## src/rtl/cpu_pkg.sv

```systemverilog
// rtl/cpu_pkg.sv - shared constants for the pipelined CPU datapath
package cpu_pkg;
    localparam int DATA_W = 64;
    localparam int BR_SHIFT = 2;
    localparam logic OPC_CBZ = 1'b1;
    localparam logic OPC_BLT = 1'b0;
endpackage

```

## src/rtl/branch_target_gen.sv

```systemverilog
// rtl/branch_target_gen.sv - combinational branch target: PC-relative sum or register target
module branch_target_gen
    import cpu_pkg::*;
#(
    parameter int W = DATA_W
) (
    input  logic [W-1:0] branch_offset,
    input  logic [W-1:0] curr_pc,
    input  logic [W-1:0] reg_target,
    input  logic         use_reg,
    output logic [W-1:0] target
);
    logic [W-1:0] br_shifted;
    logic [W-1:0] pc_branch;

    // Offset is in instruction words; bytes = words << 2, wrap is intended
    assign br_shifted = branch_offset << BR_SHIFT;
    assign pc_branch  = curr_pc + br_shifted;
    assign target     = use_reg ? reg_target : pc_branch;
endmodule

```

## src/rtl/branch_calcs.sv

```systemverilog
// rtl/branch_calcs.sv - EX-stage branch resolution with registered target, PCSrc and flush
module branch_calcs
    import cpu_pkg::*;
#(
    parameter int DATA_W = cpu_pkg::DATA_W
) (
    input  logic              clk,
    input  logic              reset,
    input  logic [DATA_W-1:0] branchSE_EX,
    input  logic [DATA_W-1:0] currPC_reg_EX,
    input  logic [DATA_W-1:0] resultALU,
    input  logic              uncondBr_EX,
    input  logic              branchReg_EX,
    input  logic              branch_EX,
    input  logic              zeroFlag,
    input  logic              negFlag,
    input  logic              opcode,
    output logic [DATA_W-1:0] calcBranch,
    output logic              PCSrc,
    output logic              IF_ID_flush
);
    logic [DATA_W-1:0] target;
    logic cbz;
    logic blt;
    logic cond;

    branch_target_gen #(.W(DATA_W)) u_target_gen (
        .branch_offset (branchSE_EX),
        .curr_pc       (currPC_reg_EX),
        .reg_target    (resultALU),
        .use_reg       (branchReg_EX),
        .target        (target)
    );

    assign cbz  = branch_EX & (opcode == OPC_CBZ) & zeroFlag;
    assign blt  = branch_EX & (opcode == OPC_BLT) & negFlag;
    assign cond = cbz | blt;

    // Only conditional branches request a flush; unconditional ones just redirect
    always_ff @(posedge clk) begin
        if (reset) begin
            calcBranch  <= '0;
            PCSrc       <= 1'b0;
            IF_ID_flush <= 1'b0;
        end else begin
            calcBranch  <= target;
            PCSrc       <= cond | uncondBr_EX;
            IF_ID_flush <= cond;
        end
    end
endmodule

```

## config.mk

```make
export PLATFORM = sky130hd
export DESIGN_NAME = branch_calcs
export DESIGN_NICKNAME = d
export VERILOG_FILES = /design/src/rtl/cpu_pkg.sv /design/src/rtl/branch_target_gen.sv /design/src/rtl/branch_calcs.sv
export SDC_FILE = /design/constraint.sdc
export NUM_CORES = 1
export LEC_CHECK = 0
export CORE_MARGIN = 4
export CORE_UTILIZATION = 46
export DETAILED_ROUTE_END_ITERATION = 6
export GPL_ROUTABILITY_DRIVEN = 0
export PLACE_DENSITY = 0.88
export SLEW_MARGIN = 10
export SYNTH_ARGS = -nofsm -noshare
export SYNTH_HDL_FRONTEND = slang
export SYNTH_SLANG_ARGS = --single-unit
```

## constraint.sdc

```tcl
create_clock -name clk -period 6.8 [get_ports clk]
set_clock_uncertainty 0.05 [all_clocks]
set_input_delay 1.36 -clock clk [delete_from_list [all_inputs] [get_ports clk]]
set_output_delay 1.36 -clock clk [all_outputs]
set_load 0.005 [all_outputs]
```

* Yosys cells after proc, flatten, opt, wreduce, memory -nomap -nowiden
Cells that the tools add are included.
Word-level totals: register bits after elaboration 66
Cells by class: $add $sub $neg 1, muxes and demuxes 1, bitwise gates (word level) 7
Operators with widths (count):
- $add 64x64->64 | 1
- $mux 64 | 1
- $and 1x1->1 | 4
- $or 1x1->1 | 2
- $not 1->1 | 1

* Depth between registers and ports, before layout
Gate-level depths: netlist of run 1.
depth in word-level cells 5, mapped depth 12, mapped depth without buffers 12

* Cells and area by module
From an unflattened synthesis of run 1, not the netlist that was laid out.
Second synthesis, totals: cell total of the unflattened synthesis 779, area total of the unflattened synthesis 6170.9 um^2
By module, submodules not included:
- branch_target_gen | instances 1, cells an instance 637, area an instance 4339.2 um^2, sequential area each 0.0 um^2
- branch_calcs | instances 1, cells an instance 142, area an instance 1831.8 um^2, sequential area each 1321.3 um^2

* Least setup slack after synthesis of run 1
No wires, ideal clock.
path kind input to register, from input port branchSE_EX[0], to register calcBranch[34], setup time 0.070 ns, arrival time 3.985 ns, data required time 6.680 ns, slack 2.694 ns, stages on the path 12, path buffers 0, cell sequence ha_1 > fa_1 > a211oi_2 > o211ai_1 > a41o_1 > a31o_2 > a31o_2 > a31o_1 > a311oi_2 > xnor2_1 > nand2_1 > a21oi_1
Between the ends: cells in the longest elaborated chain, start to end 2
RTL lines:
- start: declaration | line branch_calcs.sv:9 | input logic [DATA_W-1:0] branchSE_EX,
- $add 64x64->64 | line branch_target_gen.sv:18 | assign pc_branch = curr_pc + br_shifted;
- $mux 64 | line branch_target_gen.sv:19 | assign target = use_reg ? reg_target : pc_branch;
- end signal: assignment | line branch_calcs.sv:46 | calcBranch <= target;
- end: declaration | line branch_calcs.sv:18 | output logic [DATA_W-1:0] calcBranch,
No other way between the ends. A chain may end at the register's enable or synchronous reset.

* Worst setup path after layout of run 1
from input port branchSE_EX[0], to register calcBranch[48]
Same word-level chain as after synthesis.

==> flow_summary.ini, run 1 <==
[run_status]
status = completed

[yosys]
synth_top_cells_by_count = nand2_1 (95), nor2_1 (86), a21oi_1 (83)
synth.avg_cell_area_um2 = 7.60
synth_area_leaders = dfxtp_1 (23%), ha_1 (13%), a21oi_1 (7.1%), nand2_1 (6.1%), a21o_1 (6.1%)
yosysSeqAreaShare = 0.227
synth_top_area_cell = dfxtp_1
synth_most_common_cell = nand2_1
synthCells = 766
yosys_warnings = 0
synth_edf_count = 0
synth_ff_type = dfxtp_1
syn-num-nets = 1028
synth-seq-cells = 66
synth_area_um2 = 5820
synth_top_area_frac = 0.227
synthArstFlopShare = 0
yosys.cell_types.count = 67

[flow_run]
drv_cap = 0

[finish]
final.fill_count = 978
drive_above_1_share = 0.0406
instances_no_fill = 1179
area_growth_syn_to_layout_pct = 51.8
nets = 1268

[worst_setup_path]
crit_required_ns = 6.94
arrival_ns = 4.83
cpPeakStageDelay_ns = 0.44
cp.buffers_inverters = 1
cpLargestDelayFamily = compound AO/OA/AOI/OAI gates
crit_path_cell_trace = clkdlybuf4s50_1, ha_1, fa_1, a211oi_2, o211ai_1, a41o_1, a31o_2, a32oi_1, nor2b_1, nand2_1, a31oi_1, xor2_1, o22ai_1
critPathKind = in2reg
worstSetupEndpointType = flop
critPathLaunchType = input pin
crit_path_top_delay_cell = fa_1
cp_max_fo = 4

[clocking]
cts.sinks = 66
hold_buffers = 0
cts-root-buf = clkbuf_16
htree_levels = 3
cts_resized = 0
clk_pin_slew_ns = 0.06
cts_tree = yes
cts_buffers = 9
clockBufferDepth = 2
postCtsSetupBuffers = 0

[die]
top_level_ports = 266
core_um2 = 12200
start_util = 0.477
rows = 40
chipWidth_um = 120
die_area_um2 = 14500
chipHeight_um = 120

[detailed_routing]
first_pass_iters = 6
drt_iter0_drc = 488
final_antenna_net_count = 0
wl_um = 21200
vias_per_cell = 5.70
vias = 6717
routedWlPerCell_um = 18.0
drc = 0

[pwr]
power_mw = 1.59
power_density_nw_per_um2 = 180
ir_worst_vdd_mv = 0.107
p_leak_nw = 3.74

[placement]
placedCellCount = 1163
portBuffers = 263
hpwl_um = 16700
pre_cts_ws_ns = 1.94

[sta]
layout_min_cycle_time_ns = 4.69
setup_slack_ns = 2.11
whs_ns = 1.52
tns_ns = 0
final.period_utilization = 0.690
final-setup-viol-count = 0
rsz0062_at_grt = false
tightest_slew_ns = 0.780
final_hold_viol_count = 0
relSlewSlack = 0.480
slew_viol_final = 0
max_freq_mhz = 213

[grt]
grt-ovfl-total = 0
groute.usage.overall = 0.283
grt_pass1_wl_um = 33000
grt_max_degree = 67
first_global_vias = 6660
antenna_found_initial = 1

[worst_hold_path]
hold_path.startpoint = resultALU[30]
worstHoldPathType = in2reg
hold_path_depth = 3
whs_endpoint = calcBranch[30]
[power breakdown]
group | leakage (nW) | switching [mW] | total, mW | internal [mW]
Combinational | 3.04 | 0.320 | 0.662 | 0.343
Clock | 0.152 | 0.181 | 0.492 | 0.312
Sequential | 0.549 | 0.00996 | 0.436 | 0.426
Total | 3.74 | 0.510 | 1.59 | 1.08
[through the flow]
stage,instance area [um2],utilization
2_1_floorplan,5820,-
3_3_place_gp,8530,0.698
3_5_place_dp,8530,0.698
4_1_cts,8830,0.723
5_1_grt,8830,0.723
6_report,8830,0.723
[cell usage in the layout (no fill, tap or decap), types with 4 or more instances in the layout]
cell,n
a31o_2,4
o31ai_1,5
o21ai_1,9
dfxtp_1,66
a31oi_1,9
a21o_1,47
clkbuf_16,9
nand4_1,16
nand3_1,13
nor3_1,10
mux2i_1,6
and3_1,5
xor2_1,18
o21bai_1,11
and2_1,6
a21oi_1,83
a21boi_0,5
o21ai_0,38
xnor2_1,36
o22ai_1,8
o211a_1,4
nand2b_1,4
nor2_1,86
o21a_1,6
ha_1,61
a211oi_1,8
nand2_1,95
o211ai_1,4
clkdlybuf4s50_1,261
inv_1,13
[kinds of logic after synthesis]
kind of cell	Yosys count	share of synthesized area
compound gates	274	0.318
xor+xnor	54	0.0813
fa+ha+maj	62	0.135
buf+inv	52	0.0353
flops	66	0.227
mux	7	0.0123
simple gates	251	0.192
[final cells by class]
class	count	area, um2	share of cell area
Sequential cell	66	1320	0.150
Multi-Input combinational cell	648	4290	0.486
Clock buffer	13	270	0.0306
Tap cell	168	210	0.0238
Timing Repair Buffer	266	2650	0.299
Inverter	15	56.3	0.00637
Clock inverter	2	35.0	0.00397
Antenna cell	1	2.50	0.000283
[worst max path at each step]
stage,from,end,slack (ns),depth (start not counted)
4_1_cts,branchSE_EX[0],calcBranch[48],2.16,13
3_5_place_dp,branchSE_EX[0],calcBranch[48],1.94,13
3_3_place_gp,branchSE_EX[0],calcBranch[60],1.98,13
2_1_floorplan,branchSE_EX[0],calcBranch[34],2.69,12
6_report,branchSE_EX[0],calcBranch[48],2.11,13
5_1_grt,branchSE_EX[0],calcBranch[48],2.01,13
[per-layer routing]
layer / track usage / wire length [um]
met1: 0.343 / 8660
met2: 0.486 / 9940
met3: 0.0580 / 1900
met4: 0.123 / 740
met5: 0 / 0
[sequential cells by signal, summed over array words and instances, names as in the netlist]
signal,cells
calcBranch,64
PCSrc,1
IF_ID_flush,1
No activity file was read; power rests on OpenSTA's default activity.
==> run 2, diff against run 1 <==
Settings changed: CORE_UTILIZATION 46 to 43, PLACE_DENSITY 0.88 to 0.83.
Clock period 6.8 ns to 4.5 ns, I/O delays scaled along.
==> run 2 against run 1 <==
Clock power up 41%. Via count down 0.25%. Hold slack worse by 0.47 ns. Non-clock buffer count up 4. Power up 48%. Largest power group unchanged. Sequential share of layout area about the same. Sequential power up 51%. Count of clock-buffer cells in the layout down 1. Critical path type unchanged. Combinational power up 51%. Die area up 6.5%.
==> flow_summary.ini, run 2 (synthesis results as in run 1) <==
[run_status]
status = completed

[worst_setup_path]
cp.buffers_inverters = 1
crit_path_start = currPC_reg_EX[2]
cpPeakStageDelay_ns = 0.46
crit_path_top_delay_cell = clkdlybuf4s50_1
cpLargestDelayFamily = compound AO/OA/AOI/OAI gates
crit_required_ns = 4.68
critPathLaunchType = input pin
arrival_ns = 4.20
critPathKind = in2reg
cp_max_fo = 5
crit_path_cell_trace = clkdlybuf4s50_1, ha_1, fa_1, a211oi_2, o211ai_1, and2_1, nand4b_1, a2111oi_2, nor2_1, o32ai_1, o21ai_1, o2111a_1, a221o_1
worstSetupEndpointType = flop

[sta]
tns_ns = 0
slew_viol_final = 0
tightest_slew_ns = 0.764
max_freq_mhz = 249
layout_min_cycle_time_ns = 4.02
whs_ns = 1.04
relSlewSlack = 0.490
final-setup-viol-count = 0
final.period_utilization = 0.894
rsz0062_at_grt = false
final_hold_viol_count = 0

[pwr]
p_comb_frac = 0.426
p_leak_nw = 3.75
power_density_nw_per_um2 = 266
ir_worst_vdd_mv = 0.141
p_switching_mw = 0.782
pwr-share-clk = 0.295
p_int_mw = 1.57
seqPwrFrac = 0.280
power_switching_share = 0.333

[detailed_routing]
wl_um = 20900
final_antenna_net_count = 0
drc = 0
routedWlPerCell_um = 17.5
vias_per_cell = 5.62
first_pass_iters = 6
vias = 6700
drt_iter0_drc = 446

[grt]
use_met1 = 0.311
first_global_vias = 6539
grt_pass1_wl_um = 32600
busiest_layer = met2
met3_usage = 0.0763
met2_usage = 0.427
groute.usage.overall = 0.258
antenna_found_initial = 1
grt-ovfl-total = 0
grt_max_degree = 66

[placement]
portBuffers = 263
hpwl_um = 16500

[finish]
regMostFlops = calcBranch
layout_common_cells = clkdlybuf4s50_1 (261), nand2_1 (95), nor2_1 (86), a21oi_1 (83), dfxtp_1 (66)
top_regs = calcBranch x64, IF_ID_flush x1, PCSrc x1
final_common_cell = clkdlybuf4s50_1
nets = 1272
area_growth_syn_to_layout_pct = 52.1
drive_above_1_share = 0.0453
largest_register_ffs = 64

[die]
top_level_ports = 266
chipWidth_um = 124
core_um2 = 13200
rows = 42
start_util = 0.440
chipHeight_um = 124
die_area_um2 = 15500

[clocking]
clk_pin_slew_ns = 0.06
cts_resized = 0
postCtsSetupBuffers = 0
clockBufferDepth = 2
cts_tree = yes
cts-root-buf = clkbuf_16
cts_buffers = 9
cts.sinks = 66
htree_levels = 3
hold_buffers = 0

[worst_hold_path]
hold_path.startpoint = reset
worstHoldPathType = in2reg

[flow_run]
drv_cap = 0
## run 2: changes by cell type in the layout (fill, tap and decap cells not counted), sizes merged
cell	before	now
clkbuf	13	12
clkinvlp	0	1
buf	5	9
clkinv	3	5
bufinv	1	0
## run 2: final cells by class
cell class                      instances  area (um2)
Fill cell                            1121        4390
Clock buffer                           12         256
Sequential cell                        66        1320
Clock inverter                          4        26.3
Inverter                               15        56.3
Tap cell                              176         220
Antenna cell                            1        2.50
Timing Repair Buffer                  270        2680
Multi-Input combinational cell        648        4290
## run 2: layer usage
| layer | up-vias | share of wire |
|---|---|---|
| met1 | 3054 | 0.42 |
| met2 | 319 | 0.46 |
| met5 | - | 0 |
| li1 | 3272 | - |
| met4 | 0 | 0.033 |
| met3 | 55 | 0.088 |
## run 2: per-stage QoR
stage | setup slack [ns] | util | power (mW) | cells | instance area [um2]
2_1_floorplan | 0.854 | - | 1.22 | 766 | 5820
3_3_place_gp | 0.232 | 0.647 | 1.65 | 1175 | 8570
3_5_place_dp | 0.193 | 0.647 | 1.66 | 1175 | 8570
4_1_cts | 0.541 | 0.668 | 2.35 | 1191 | 8850
5_1_grt | 0.287 | 0.668 | 2.47 | 1192 | 8850
6_report | 0.477 | 0.668 | 2.35 | 1192 | 8850
## run 2: power groups by stage
stage                     clock, mW  sequential [mW]  combinational, mW
after floorplan                   0            0.679              0.543
after global placement            0            0.669              0.977
after detailed placement          0            0.671              0.986
after CTS                     0.695            0.658              0.995
after global routing          0.717            0.662               1.09
final                         0.693            0.657               1.00
## run 2: final timing paths
| kind | to | slack, ns | cells after the start |
|---|---|---|---|
| max | calcBranch[58] | 0.48 | 13 |
| min | PCSrc | 1.04 | 3 |
## run 2: tightest hold or removal path: cells and delay by family
family	cells	cell delay (ns)
compound gates	1	0.16
buf+inv	2	0.34
==> run 3, diff against run 2 <==
Settings changed: PLACE_DENSITY 0.83 to 0.88.
==> run 3 against run 2 <==
Sequential share of layout area increased by 0.068 points. Hold slack worse by 0.0090 ns. Flip-flop and latch count unchanged.
==> flow_summary.ini, run 3 (synthesis results as in run 1) <==
[pwr]
power_density_nw_per_um2 = 261
power_mw = 2.30
ir_worst_vdd_mv = 0.154
p_leak_nw = 3.73

[die]
start_util = 0.440
chipHeight_um = 124
core_um2 = 13200
chipWidth_um = 124
rows = 42
die_area_um2 = 15500
top_level_ports = 266

[sta]
final-setup-viol-count = 0
tns_ns = 0
max_freq_mhz = 243
relSlewSlack = 0.455
layout_min_cycle_time_ns = 4.12
tightest_slew_ns = 0.818
rsz0062_at_grt = false
slew_viol_final = 0
final.period_utilization = 0.915
final_hold_viol_count = 0

[detailed_routing]
final_antenna_net_count = 0
first_pass_iters = 5
vias = 6692
drt_iter0_drc = 453
vias_per_cell = 5.63
wl_um = 21100
drc = 0
routedWlPerCell_um = 17.7

[placement]
dpl_cell_area_um2 = 8550
portBuffers = 263
hpwl_um = 16700
placedCellCount = 1173

[finish]
final_area_um2 = 8810
area_growth_syn_to_layout_pct = 51.4
final_common_cell = clkdlybuf4s50_1
instances_no_fill = 1188
regMostFlops = calcBranch
nets = 1270
layout_common_cells = clkdlybuf4s50_1 (261), nand2_1 (95), nor2_1 (86), a21oi_1 (83), dfxtp_1 (66)
largest_register_ffs = 64
n_antenna_cell = 0
post-route-util = 0.665
drive_above_1_share = 0.0435
top_regs = calcBranch x64, IF_ID_flush x1, PCSrc x1

[grt]
grt_pass1_wl_um = 33200
antenna_found_initial = 0
grt-ovfl-total = 0
groute.usage.overall = 0.260
grt_max_degree = 66
first_global_vias = 6572

[clocking]
cts_tree = yes
clockBufferDepth = 2
hold_buffers = 0
postCtsSetupBuffers = 0
htree_levels = 3
cts.sinks = 66
cts_resized = 0
cts_buffers = 9
clk_pin_slew_ns = 0.06
cts-root-buf = clkbuf_16

[worst_setup_path]
critPathLaunchType = input pin
worstSetupEndpointType = flop
critPathKind = in2reg
crit_required_ns = 4.64
cp_max_fo = 4
arrival_ns = 4.26

[flow_run]
drv_cap = 0

[run_status]
status = completed

[worst_hold_path]
worstHoldPathType = in2reg
## run 3: routing by layer
layer / GRT usage / vias up / share of wire
met4: 0.0767 / 0 / 0.019
met2: 0.451 / 298 / 0.48
met1: 0.321 / 3087 / 0.43
met5: 0 / - / 0
met3: 0.0596 / 32 / 0.074
li1: - / 3275 / -
## run 3: final cells by class
cell class              count  area [um2]
fillers                  1103        4430
multi-input cells         648        4290
repair buffers            268        2660
flip-flops and latches     66        1320
clock buffers               9         225
well taps                 176         220
inverters                  15        56.3
clock inverters             6        35.0
## run 3: worst max-delay path: stages
cell             delay [ns]
clkdlybuf4s50_1        0.43
ha_1                   0.28
fa_1                   0.45
a211oi_2               0.29
o211ai_1               0.14
a41o_1                 0.30
a31o_2                 0.30
a32oi_1                0.26
nor2b_1                0.32
nand2_1                0.10
a31oi_1                0.21
xor2_1                 0.19
o22ai_1                0.10
## run 3: power breakdown
part	internal [mW]	switching, mW	total [mW]	leakage (nW)
clock	0.366	0.280	0.646	0.127
sequential	0.643	0.0160	0.659	0.549
combinational	0.520	0.477	0.997	3.05
total	1.53	0.773	2.30	3.73
## run 3: worst paths after layout
| check | startpoint | endpoint | slack, ns | cells after the start |
|---|---|---|---|---|
| worst max-delay path | branchSE_EX[0] | calcBranch[48] | 0.38 | 13 |
| worst min-delay path | reset | PCSrc | 1.03 | 4 |
## run 3: per-stage QoR
step	hold slack [ns]	setup WS (ns)
6_report	1.03	0.383
5_1_grt	1.04	0.138
4_1_cts	1.01	0.392
3_5_place_dp	1.37	0.0607
3_3_place_gp	1.35	0.155
2_1_floorplan	0.959	0.854
